**config.mk**
```make
export PLATFORM = sky130hd
export DESIGN_NAME = msk_rx_uart_framer
export DESIGN_NICKNAME = d
export VERILOG_FILES = /design/src/rtl/msk_framer_pkg.sv /design/src/rtl/msk_word_fifo.sv /design/src/rtl/msk_rx_uart_framer.sv
export SDC_FILE = /design/constraint.sdc
export NUM_CORES = 1
export LEC_CHECK = 0
export BUFFER_PORTS_ARGS = -buffer_cell sky130_fd_sc_hd__buf_2
export CORE_ASPECT_RATIO = 0.5
export CORE_MARGIN = 2
export CORE_UTILIZATION = 50
export CTS_CLUSTER_SIZE = 10
export DETAILED_ROUTE_END_ITERATION = 7
export PLACE_DENSITY = 0.71
export SYNTH_ARGS = -nofsm -noshare
export SYNTH_HDL_FRONTEND = slang
export SYNTH_SLANG_ARGS = --single-unit
```
**constraint.sdc**
```tcl
create_clock -name logic_clk_in -period 4.15 [get_ports logic_clk_in]
set_clock_uncertainty 0.1 [all_clocks]
set_input_delay 0.2075 -clock logic_clk_in [delete_from_list [all_inputs] [get_ports logic_clk_in]]
set_output_delay 0.2075 -clock logic_clk_in [all_outputs]
set_load 0.005 [all_outputs]
```
**src/rtl/msk_framer_pkg.sv**
```systemverilog
// Shared types and helpers for the MSK receive UART framer.
// Latency: n/a. Backpressure: n/a.
// crc8_40 backs the MSK_FRAMER_CRC8_EN checksum option.
package msk_framer_pkg;

    localparam int FRAME_BYTES = 8;

    localparam logic [7:0] DEF_HDR0 = 8'hEB;
    localparam logic [7:0] DEF_HDR1 = 8'h90;

    typedef enum logic [1:0] {
        IDLE,
        LOAD,
        SEND
    } state_t;

    // CRC-8, poly 0x07, init 0, no reflection, no final XOR; MSB of d goes in first.
    function automatic logic [7:0] crc8_40(input logic [39:0] d);
        logic [7:0] c;
        logic       fb;
        c = 8'h00;
        for (int i = 39; i >= 0; i--) begin
            fb = c[7] ^ d[i];
            c  = {c[6:0], 1'b0} ^ (fb ? 8'h07 : 8'h00);
        end
        return c;
    endfunction

    function automatic logic [7:0] frame_byte(
        input logic [2:0]  idx,
        input logic [7:0]  hdr0,
        input logic [7:0]  hdr1,
        input logic [7:0]  seq,
        input logic [31:0] w,
        input logic [7:0]  chk
    );
        case (idx)
            3'd0:    return hdr0;
            3'd1:    return hdr1;
            3'd2:    return seq;
            3'd3:    return w[31:24];
            3'd4:    return w[23:16];
            3'd5:    return w[15:8];
            3'd6:    return w[7:0];
            default: return chk;
        endcase
    endfunction

endpackage

```
**src/rtl/msk_word_fifo.sv**
```systemverilog
// Single-clock word FIFO with occupancy count; read data is the head entry, combinational.
// Latency: a push is visible on empty/level one cycle later.
// Backpressure: push while full is accepted only if pop is asserted in the same cycle.
module msk_word_fifo #(
    parameter int DEPTH = 4,
    parameter int WIDTH = 32
) (
    input  logic                   clk,
    input  logic                   rst,
    input  logic                   push,
    input  logic                   pop,
    input  logic [WIDTH-1:0]       wr_data,
    output logic [WIDTH-1:0]       rd_data,
    output logic                   full,
    output logic                   empty,
    output logic [$clog2(DEPTH):0] level
);

    localparam int AW = $clog2(DEPTH);

    logic [WIDTH-1:0] mem [DEPTH];
    logic [AW-1:0]    wr_ptr;
    logic [AW-1:0]    rd_ptr;
    logic             wr_en;
    logic             rd_en;

    assign full    = (level == (AW+1)'(DEPTH));
    assign empty   = (level == '0);
    assign rd_en   = pop && !empty;
    assign wr_en   = push && (!full || rd_en);
    assign rd_data = mem[rd_ptr];

    always_ff @(posedge clk) begin
        if (rst) begin
            wr_ptr <= '0;
            rd_ptr <= '0;
            level  <= '0;
            for (int i = 0; i < DEPTH; i++) begin
                mem[i] <= '0;
            end
        end else begin
            if (wr_en) begin
                mem[wr_ptr] <= wr_data;
                wr_ptr      <= wr_ptr + 1'b1;
            end
            if (rd_en) begin
                rd_ptr <= rd_ptr + 1'b1;
            end
            if (wr_en && !rd_en) begin
                level <= level + 1'b1;
            end else if (rd_en && !wr_en) begin
                level <= level - 1'b1;
            end
        end
    end

endmodule

```
**src/rtl/msk_rx_uart_framer.sv**
```systemverilog
// Wraps demodulated 32-bit words into 8-byte UART frames (hdr0 hdr1 seq d3..d0 chk).
// Latency: valid rises 3 cycles after a strobe into an idle framer; 8 cycles per frame at full rate.
// Backpressure: byte_out held under ready=0; words arriving with the FIFO full are dropped and counted.
// Build option MSK_FRAMER_CRC8_EN swaps the sum checksum for CRC-8.
module msk_rx_uart_framer
    import msk_framer_pkg::*;
#(
    parameter int         FIFO_DEPTH = 4,
    parameter logic [7:0] HDR0       = DEF_HDR0,
    parameter logic [7:0] HDR1       = DEF_HDR1
) (
    input  logic                        logic_clk_in,
    input  logic                        logic_rst_in,
    input  logic [31:0]                 word_in,
    input  logic                        word_in_en,
    output logic [7:0]                  byte_out,
    output logic                        byte_out_valid,
    input  logic                        byte_out_ready,
    output logic                        frame_busy,
    output logic [$clog2(FIFO_DEPTH):0] fifo_level,
    output logic [15:0]                 overflow_cnt,
    output logic                        overflow_pulse
);

    localparam logic [2:0] LAST_IDX = 3'(FRAME_BYTES - 1);

    state_t      state;
    logic [31:0] word_r;
    logic [7:0]  seq;
    logic [7:0]  chk_r;
    logic [7:0]  chk_calc;
    logic [2:0]  idx;

    logic        fifo_full;
    logic        fifo_empty;
    logic        fifo_push;
    logic        fifo_pop;
    logic        word_drop;
    logic [31:0] fifo_rd_word;

    assign fifo_pop  = (state == IDLE) && !fifo_empty;
    assign fifo_push = word_in_en && (!fifo_full || fifo_pop);
    assign word_drop = word_in_en && !fifo_push;

    msk_word_fifo #(
        .DEPTH (FIFO_DEPTH),
        .WIDTH (32)
    ) u_word_fifo (
        .clk     (logic_clk_in),
        .rst     (logic_rst_in),
        .push    (fifo_push),
        .pop     (fifo_pop),
        .wr_data (word_in),
        .rd_data (fifo_rd_word),
        .full    (fifo_full),
        .empty   (fifo_empty),
        .level   (fifo_level)
    );

    always_comb begin
        chk_calc = 8'h00;
`ifdef MSK_FRAMER_CRC8_EN
        chk_calc = crc8_40({seq, word_r});
`else
        chk_calc = seq + word_r[31:24] + word_r[23:16] + word_r[15:8] + word_r[7:0];
`endif
    end

    always_ff @(posedge logic_clk_in) begin
        if (logic_rst_in) begin
            state          <= IDLE;
            word_r         <= '0;
            seq            <= '0;
            chk_r          <= '0;
            idx            <= '0;
            byte_out       <= '0;
            byte_out_valid <= 1'b0;
            frame_busy     <= 1'b0;
            overflow_cnt   <= '0;
            overflow_pulse <= 1'b0;
        end else begin
            overflow_pulse <= word_drop;
            if (word_drop && overflow_cnt != 16'hFFFF) begin
                overflow_cnt <= overflow_cnt + 16'd1;
            end

            case (state)
                IDLE: begin
                    if (!fifo_empty) begin
                        word_r     <= fifo_rd_word;
                        frame_busy <= 1'b1;
                        state      <= LOAD;
                    end
                end
                LOAD: begin
                    chk_r          <= chk_calc;
                    idx            <= '0;
                    byte_out       <= HDR0;
                    byte_out_valid <= 1'b1;
                    state          <= SEND;
                end
                SEND: begin
                    if (byte_out_valid && byte_out_ready) begin
                        if (idx == LAST_IDX) begin
                            byte_out_valid <= 1'b0;
                            frame_busy     <= 1'b0;
                            seq            <= seq + 8'd1;
                            state          <= IDLE;
                        end else begin
                            idx      <= idx + 3'd1;
                            byte_out <= frame_byte(idx + 3'd1, HDR0, HDR1, seq, word_r, chk_r);
                        end
                    end
                end
                default: state <= IDLE;
            endcase
        end
    end

endmodule

```
==> impl_metrics.env, run 1 <==
export IMPL_drt_drc_violations_left=0
export IMPL_initial_utilization_pct=50.6
export IMPL_synth_top_cell_area_share_pct=37.3
export IMPL_synthesis_area_um2=10300
export IMPL_synth_net_count=966
export IMPL_htreeDepth=1
export IMPL_tritoncts_clock_tree="yes"
export IMPL_clock_sink_count=215
export IMPL_clk_pin_slew_ps=60
export IMPL_final_layout_size_suffix_gt1_share_pct=16.4
export IMPL_globalplace_congestion=0.840
export IMPL_number_of_port_buffers=65
export IMPL_cts_root_buffer_cell="sky130_fd_sc_hd__clkbuf_16"
export IMPL_die_y_um=105
export IMPL_timing_setup_tns_ps=0
export IMPL_async_reset_ff_share_pct=0
export IMPL_final_antenna_net_count=0
export IMPL_grt_overflow_total=0
export IMPL_cts_post_setup_buffers_inserted=0
export IMPL_coreArea_um2=20400
export IMPL_critical_path_peak_fanout=3
export IMPL_cts_hold_buf=33
export IMPL_maxCapViolations=0
export IMPL_kind_of_critical_path="reg2reg"
export IMPL_max_slew_margin_rel_pct=17.6
export IMPL_ys_flop_type="sky130_fd_sc_hd__edfxtp_1"
export IMPL_worstMarginPinSlew_ps=1230
export IMPL_synth_seq_area_share_pct=54.2
export IMPL_drt_initial_drc_count=611
export IMPL_avg_vias_per_cell=5.47
export IMPL_highest_signal_layer="met4"
export IMPL_layout_min_cycle_time_ps=3700
export IMPL_clk_path_buf_depth=3
export IMPL_finalSetupViolCount=0
export IMPL_maxSlewViolCount=0
export IMPL_synth_area_leaders="sky130_fd_sc_hd__edfxtp_1 (37%), sky130_fd_sc_hd__dfxtp_1 (17%), sky130_fd_sc_hd__mux4_2 (7.0%)"
export IMPL_final_hold_viol_count=0
export IMPL_finish_cell_count_without_fillers=1271
export IMPL_crit_chain="inv_1, fa_1, fa_1, fa_1, inv_1, ha_1, fa_1, a211oi_1, o21bai_1, a21oi_1, xnor2_1, a21oi_1"
export IMPL_num_vias=6958
export IMPL_slowest_stage_delay_on_critical_path_ps=560
export IMPL_placedCellCount=1194
export IMPL_first_global_vias=6985
export IMPL_rsz_0062_raised_after_global_routing="no"
export IMPL_first_pass_grt_wire_length_mm=37.6
export IMPL_syn_inst=891
export IMPL_critPathCaptureType="flip-flop"
export IMPL_avgSynthCellArea_um2=11.6
export IMPL_drt_wirelength_per_cell_um=18.5
export IMPL_synthDominantAreaCellType="sky130_fd_sc_hd__edfxtp_1"
export IMPL_yosys_warnings=0
export IMPL_cts_repair_resizes=0
export IMPL_fmax_mhz=270
export IMPL_clk_latency_worst_skew_pair_ps=530
export IMPL_area_growth_pct=16.0
export IMPL_cp_data_required_time_ps=4410
export IMPL_dr_wl_met2_mm=11.2
export IMPL_cts_buffers_inserted=25
export IMPL_vdd_drop_max_v=0.000272
export IMPL_power_density_cell_area_nw_per_um2=548
export IMPL_hp_class="in2reg"
export IMPL_routed_wl_met3_mm=1.29
export IMPL_wirelength_met1_mm=10.7
export IMPL_worst_ep_arrival_time_ps=3960
export IMPL_dominant_cell_type_by_count_on_the_critical_path="sky130_fd_sc_hd__fa_1"
export IMPL_die_area_um2=21800
export IMPL_final_core_utilization_pct=58.7
export IMPL_placementRows=37
export IMPL_ys_ff_latch=215
export IMPL_grt_start_max_net_pins=54
export IMPL_run_status="finished, final reports clean"
export IMPL_detailed_place_hpwl_mm=15.0
export IMPL_floorplan_io_pins=66
export IMPL_timing_final_crit_share_pct=89.1
export IMPL_detail_route_wirelength_mm=23.5
export IMPL_die_w_um=207
export IMPL_crit_path_top_delay_cell="sky130_fd_sc_hd__fa_1"
export IMPL_synth_cell_types=55
export IMPL_setup_worst_path_start_class="flip-flop"
export IMPL_number_of_antenna_violations_at_the_first_check_in_global_routing=1
export IMPL_total_leakage_power_nw=4.60
export IMPL_grt_util_all_layers_pct=22.2
export IMPL_drt_pass1_iterations=5
export IMPL_synth_enable_flop_cells=128
export IMPL_nets=1056
==> power by group <==
part	total [mW]	switching, mW	internal, mW	leakage (nW)
sequential	2.81	0.246	2.57	2.04
clock	1.96	0.831	1.13	0.341
combinational	1.78	1.01	0.765	2.22
total	6.55	2.09	4.46	4.60
==> final timing paths <==
check,startpoint,to,slack [ps],depth (start not counted)
max reg2reg,word_r[1],chk_r[7],450,12
max,word_r[1],chk_r[7],450,12
min reg2reg,chk_r[1],chk_r[1],350,2
min,logic_rst_in,seq[4],100,3
==> cell families (layout without fill, tap and decap cells) <==
logic type / count (synthesis) / after routing / synth area share (%)
xor gates and xnor gates: 35 / 35 / 2.98
buffers and inverters: 122 / 228 / 4.69
muxes: 38 / 38 / 7.58
AOI/OAI and AO/OA: 119 / 119 / 7.51
DFF: 215 / 215 / 54.2
other: 0 / 1 / 0
and+or+nand+nor: 323 / 323 / 16.7
adders and majority gates: 39 / 39 / 6.27
==> per-stage QoR <==
stage	instance area, µm²	power, mW	hold slack (ps)	setup slack [ps]
floorplan	10300	4.10	306	423
global route	12000	6.94	119	190
global placement	10900	4.56	340	500
detailed placement	10900	4.61	350	451
finish	12000	6.55	98.0	451
CTS	11900	6.59	93.7	432
==> worst max-delay path: cells and delay by family (launching register included) <==
| family | cells | cell delay, ps |
|---|---|---|
| flops | 1 | 340 |
| compound gates | 4 | 700 |
| fa+ha+maj | 5 | 2150 |
| buf+inv | 2 | 110 |
| xor+xnor | 1 | 130 |
==> state kept, by name (all words and copies together) (netlist names), 2 cells and up <==
register	flops
byte_out	8
chk_r	8
idx	3
overflow_cnt	16
seq	8
state	2
u_word_fifo.level	3
u_word_fifo.mem	128
u_word_fifo.rd_ptr	2
u_word_fifo.wr_ptr	2
word_r	32
==> layout make-up <==
cell class,count,area [µm²]
Clock inverter,2,25.0
Timing Repair Buffer,119,813
Antenna cell,1,2.50
Tap cell,273,342
Clock buffer,41,686
Multi-Input combinational cell,554,4250
Inverter,66,248
Sequential cell,215,5590
Fill cell,1678,8420
==> placed cells by master, fill, tap and decap left out, types with 3 or more instances in the layout <==
master                          instances
sky130_fd_sc_hd__a211oi_1              17
sky130_fd_sc_hd__nand2_1               94
sky130_fd_sc_hd__nor3_1                12
sky130_fd_sc_hd__dlygate4sd3_1         33
sky130_fd_sc_hd__buf_2                 65
sky130_fd_sc_hd__o21ai_0                8
sky130_fd_sc_hd__a222oi_1               4
sky130_fd_sc_hd__nor2_1                46
sky130_fd_sc_hd__nor4b_1                4
sky130_fd_sc_hd__xnor2_1               32
sky130_fd_sc_hd__and3_1                34
sky130_fd_sc_hd__clkbuf_16             25
sky130_fd_sc_hd__ha_1                  18
sky130_fd_sc_hd__edfxtp_1             128
sky130_fd_sc_hd__nand4_1                7
sky130_fd_sc_hd__inv_1                 64
sky130_fd_sc_hd__a221oi_1               5
sky130_fd_sc_hd__nand2b_1               3
sky130_fd_sc_hd__xor2_1                 3
sky130_fd_sc_hd__nand3_1                5
sky130_fd_sc_hd__a221o_1                3
sky130_fd_sc_hd__fa_1                  21
sky130_fd_sc_hd__mux2i_1                6
sky130_fd_sc_hd__mux4_2                32
sky130_fd_sc_hd__and2_1                97
sky130_fd_sc_hd__a21oi_1               57
sky130_fd_sc_hd__a211oi_2               4
sky130_fd_sc_hd__dfxtp_1               85
sky130_fd_sc_hd__clkbuf_1              16
sky130_fd_sc_hd__buf_4                 21
sky130_fd_sc_hd__a22oi_1                3
sky130_fd_sc_hd__o221ai_1               3
==> synth_stat cells (3+ instances only) <==
master / count
sky130_fd_sc_hd__xor2_1: 3
sky130_fd_sc_hd__nor4b_1: 4
sky130_fd_sc_hd__o21ai_0: 10
sky130_fd_sc_hd__a221oi_1: 5
sky130_fd_sc_hd__buf_2: 5
sky130_fd_sc_hd__nand2_1: 94
sky130_fd_sc_hd__a221o_1: 3
sky130_fd_sc_hd__a22oi_1: 3
sky130_fd_sc_hd__a211oi_1: 17
sky130_fd_sc_hd__and3_1: 34
sky130_fd_sc_hd__nand2b_1: 3
sky130_fd_sc_hd__buf_1: 5
sky130_fd_sc_hd__mux4_2: 32
sky130_fd_sc_hd__inv_1: 64
sky130_fd_sc_hd__fa_1: 21
sky130_fd_sc_hd__edfxtp_1: 128
sky130_fd_sc_hd__nand4_1: 7
sky130_fd_sc_hd__a222oi_1: 4
sky130_fd_sc_hd__ha_1: 18
sky130_fd_sc_hd__xnor2_1: 32
sky130_fd_sc_hd__a211oi_2: 4
sky130_fd_sc_hd__nor3_1: 13
sky130_fd_sc_hd__o221ai_1: 3
sky130_fd_sc_hd__dfxtp_1: 87
sky130_fd_sc_hd__a21oi_1: 57
sky130_fd_sc_hd__clkbuf_1: 44
sky130_fd_sc_hd__nand3_1: 5
sky130_fd_sc_hd__nor2_1: 46
sky130_fd_sc_hd__and2_1: 97
sky130_fd_sc_hd__mux2i_1: 6
==> per-layer routing <==
layer / track usage [%] / vias up
met5: 0 / -
met4: 4.41 / 0
met3: 4.30 / 29
met2: 36.2 / 164
met1: 31.3 / 3462
li1: - / 3303
No activity file was read; power rests on OpenSTA's default activity.
==> inputs of run 2 (changes only) <==
--- a/config.mk
+++ b/config.mk
@@ -5,6 +5,7 @@
 export SDC_FILE = /design/constraint.sdc
 export NUM_CORES = 1
 export LEC_CHECK = 0
+export ABC_AREA = 1
 export BUFFER_PORTS_ARGS = -buffer_cell sky130_fd_sc_hd__buf_2
 export CORE_ASPECT_RATIO = 0.5
 export CORE_MARGIN = 2
==> impl_metrics.env, run 2 <==
export IMPL_antenna_cells_inserted=0
export IMPL_coreArea_um2=20400
export IMPL_worst_ep_arrival_time_ps=3710
export IMPL_detail_route_wirelength_mm=26.5
export IMPL_final_layout_size_suffix_gt1_share_pct=11.3
export IMPL_number_of_antenna_violations_at_the_first_check_in_global_routing=0
export IMPL_synth_top_cell_area_share_pct=37.1
export IMPL_yosys_top_cells_count="sky130_fd_sc_hd__nor2_1 (261), sky130_fd_sc_hd__o21ai_0 (143), sky130_fd_sc_hd__inv_1 (134)"
export IMPL_number_of_port_buffers=65
export IMPL_cts_root_buffer_cell="sky130_fd_sc_hd__clkbuf_16"
export IMPL_globalplace_congestion=0.894
export IMPL_cts_repair_resizes=0
export IMPL_first_global_vias=8003
export IMPL_synthesis_area_um2=10400
export IMPL_grt_util_all_layers_pct=24.4
export IMPL_yosysMostFrequentCell="sky130_fd_sc_hd__nor2_1"
export IMPL_max_slew_margin_rel_pct=32.0
export IMPL_reg2reg_to="chk_r[5]"
export IMPL_final_hold_viol_count=0
export IMPL_cts_buffers_inserted=25
export IMPL_hold_slack_ps=26.3
export IMPL_kind_of_critical_path="reg2reg"
export IMPL_worstMarginPinSlew_ps=1020
export IMPL_ys_flop_type="sky130_fd_sc_hd__edfxtp_1"
export IMPL_highest_signal_layer="met4"
export IMPL_placedCellCount=1458
export IMPL_layout_cells_most_common_list="sky130_fd_sc_hd__nor2_1 (261), sky130_fd_sc_hd__o21ai_0 (141), sky130_fd_sc_hd__inv_1 (134)"
export IMPL_async_reset_ff_share_pct=0
export IMPL_final_antenna_net_count=0
export IMPL_clock_sink_count=215
export IMPL_tritoncts_clock_tree="yes"
export IMPL_nFillCells=1792
export IMPL_area_growth_pct=15.4
export IMPL_run_status="finished, final reports clean"
export IMPL_drt_drc_violations_left=0
export IMPL_critical_path_endpoint="chk_r[5]"
export IMPL_htreeDepth=1
export IMPL_synth_cell_types=42
export IMPL_initial_utilization_pct=50.7
export IMPL_routed_wl_met3_mm=2.19
export IMPL_clk_latency_worst_skew_pair_ps=530
export IMPL_placementRows=37
export IMPL_maxSlewViolCount=0
export IMPL_die_area_um2=21900
export IMPL_dr_wl_met2_mm=11.7
export IMPL_yosys_warnings=0
export IMPL_cp_data_required_time_ps=4470
export IMPL_syn_inst=1158
export IMPL_largest_register_ffs=128
export IMPL_mostFrequentLayoutCell="sky130_fd_sc_hd__nor2_1"
export IMPL_die_w_um=207
export IMPL_finalSetupViolCount=0
export IMPL_grt_start_max_net_pins=66
export IMPL_hp_class="in2reg"
export IMPL_timing_reg2reg_setup_slack_ps=760
export IMPL_detailed_place_hpwl_mm=16.7
export IMPL_ys_ff_latch=215
export IMPL_maxCapViolations=0
export IMPL_drt_initial_drc_count=892
export IMPL_final_core_utilization_pct=58.5
export IMPL_vdd_drop_max_v=0.000283
export IMPL_critical_path_peak_fanout=3
export IMPL_largestRegisters="u_word_fifo.mem (128), word_r (32), overflow_cnt (16)"
export IMPL_final_cell_area_um2=11900
export IMPL_depth_of_the_most_critical_reg_to_reg_path=12
export IMPL_drt_wirelength_per_cell_um=17.2
export IMPL_power_density_cell_area_nw_per_um2=633
export IMPL_drt_pass1_iterations=7
export IMPL_worstReg2RegStart="word_r[1]"
export IMPL_synthDominantAreaCellType="sky130_fd_sc_hd__edfxtp_1"
export IMPL_synth_enable_flop_cells=128
export IMPL_worstSetupStartpoint="word_r[1]"
export IMPL_synth_area_leaders="sky130_fd_sc_hd__edfxtp_1 (37%), sky130_fd_sc_hd__dfxtp_1 (17%), sky130_fd_sc_hd__nor2_1 (9.5%)"
export IMPL_timing_setup_tns_ps=0
export IMPL_wirelength_met1_mm=12.0
export IMPL_avg_vias_per_cell=5.40
export IMPL_die_y_um=106
export IMPL_rsz_0062_raised_after_global_routing="no"
export IMPL_clk_pin_slew_ps=60
export IMPL_avgSynthCellArea_um2=8.94
export IMPL_total_leakage_power_nw=4.94
export IMPL_synth_net_count=1233
export IMPL_largest_register="u_word_fifo.mem"
export IMPL_first_pass_grt_wire_length_mm=42.6
export IMPL_setup_worst_path_start_class="flip-flop"
export IMPL_clk_path_buf_depth=3
export IMPL_timing_final_crit_share_pct=81.8
export IMPL_fmax_mhz=295
export IMPL_critPathCaptureType="flip-flop"
export IMPL_floorplan_io_pins=66
export IMPL_synth_seq_area_share_pct=54.0
export IMPL_grt_overflow_total=0
export IMPL_finish_cell_count_without_fillers=1534
export IMPL_layout_min_cycle_time_ps=3390
export IMPL_nets=1320
export IMPL_dpl_cell_area_um2=10900
export IMPL_num_vias=8286
run 2: cell types whose count changed in the layout (fill, tap and decap cells not counted), sizes merged, moves of 34 or more:
| cell | before | now |
|---|---|---|
| and3 | 34 | 0 |
| inv | 66 | 141 |
| o21ai | 12 | 144 |
| nand2 | 94 | 145 |
| and2 | 97 | 0 |
| nor2 | 46 | 266 |
run 2: power breakdown:
| part | internal, mW | switching (mW) | total (mW) |
|---|---|---|---|
| Combinational | 0.883 | 1.82 | 2.70 |
| Clock | 1.16 | 0.854 | 2.02 |
| Sequential | 2.61 | 0.234 | 2.84 |
run 2: cells by family (layout without fill, tap and decap cells):
group           after synthesis  after routing  share of synthesized area [%]
xor+xnor                     18             18                           1.52
flops                       215            215                           54.0
compound gates              245            245                           12.6
simple gates                447            447                           18.0
fa+ha+maj                    39             39                           6.24
buf+inv                     194            297                           7.75
run 2: worst min-delay path by stage:
stage	start	to	slack (ps)	cells past startpoint
4_1_cts	byte_out_ready	state[1]	20	6
3_5_place_dp	frame_busy	frame_busy	360	2
2_1_floorplan	word_in[10]	u_word_fifo.mem[3][10]	300	2
6_report	byte_out_ready	state[1]	30	6
5_1_grt	byte_out_ready	state[1]	80	6
3_3_place_gp	frame_busy	frame_busy	350	2
run 2: final cells by class:
class / instances / area (µm²) / area share [%]
Clock buffer: 42 / 711 / 5.95
Clock inverter: 1 / 20.0 / 0.168
Inverter: 142 / 536 / 4.48
Multi-Input combinational cell: 749 / 3990 / 33.4
Sequential cell: 215 / 5590 / 46.8
Tap cell: 273 / 342 / 2.86
Timing Repair Buffer: 112 / 761 / 6.37
run 2: per-stage QoR:
step	power, mW	worst slack, ps
after floorplan	4.75	319
after global placement	5.46	809
after detailed placement	5.52	761
after CTS	7.57	743
after global routing	8.07	488
final	7.56	757
run 2: what timing repair did:
item | in CTS | in global routing
hold endpoints to repair | 129 | 0
hold buffers | 33 | 0
buffers inserted | 0 | 0
run 2: metal layers:
layer,up-vias,track usage [%]
li1,3970,-
met1,3953,35.4
met2,322,38.5
met3,41,3.90
met4,0,6.22
met5,-,0
run 2: worst max-delay path, cell delays in order (launching register included):
cell and delay (ps):
sky130_fd_sc_hd__dfxtp_1 320, sky130_fd_sc_hd__inv_1 70, sky130_fd_sc_hd__fa_1 580, sky130_fd_sc_hd__fa_1 450, sky130_fd_sc_hd__fa_1 520, sky130_fd_sc_hd__inv_1 40
sky130_fd_sc_hd__ha_1 230, sky130_fd_sc_hd__fa_1 410, sky130_fd_sc_hd__inv_1 90, sky130_fd_sc_hd__o21ai_0 110, sky130_fd_sc_hd__xor2_1 160, sky130_fd_sc_hd__o21ai_0 150
sky130_fd_sc_hd__inv_1 50
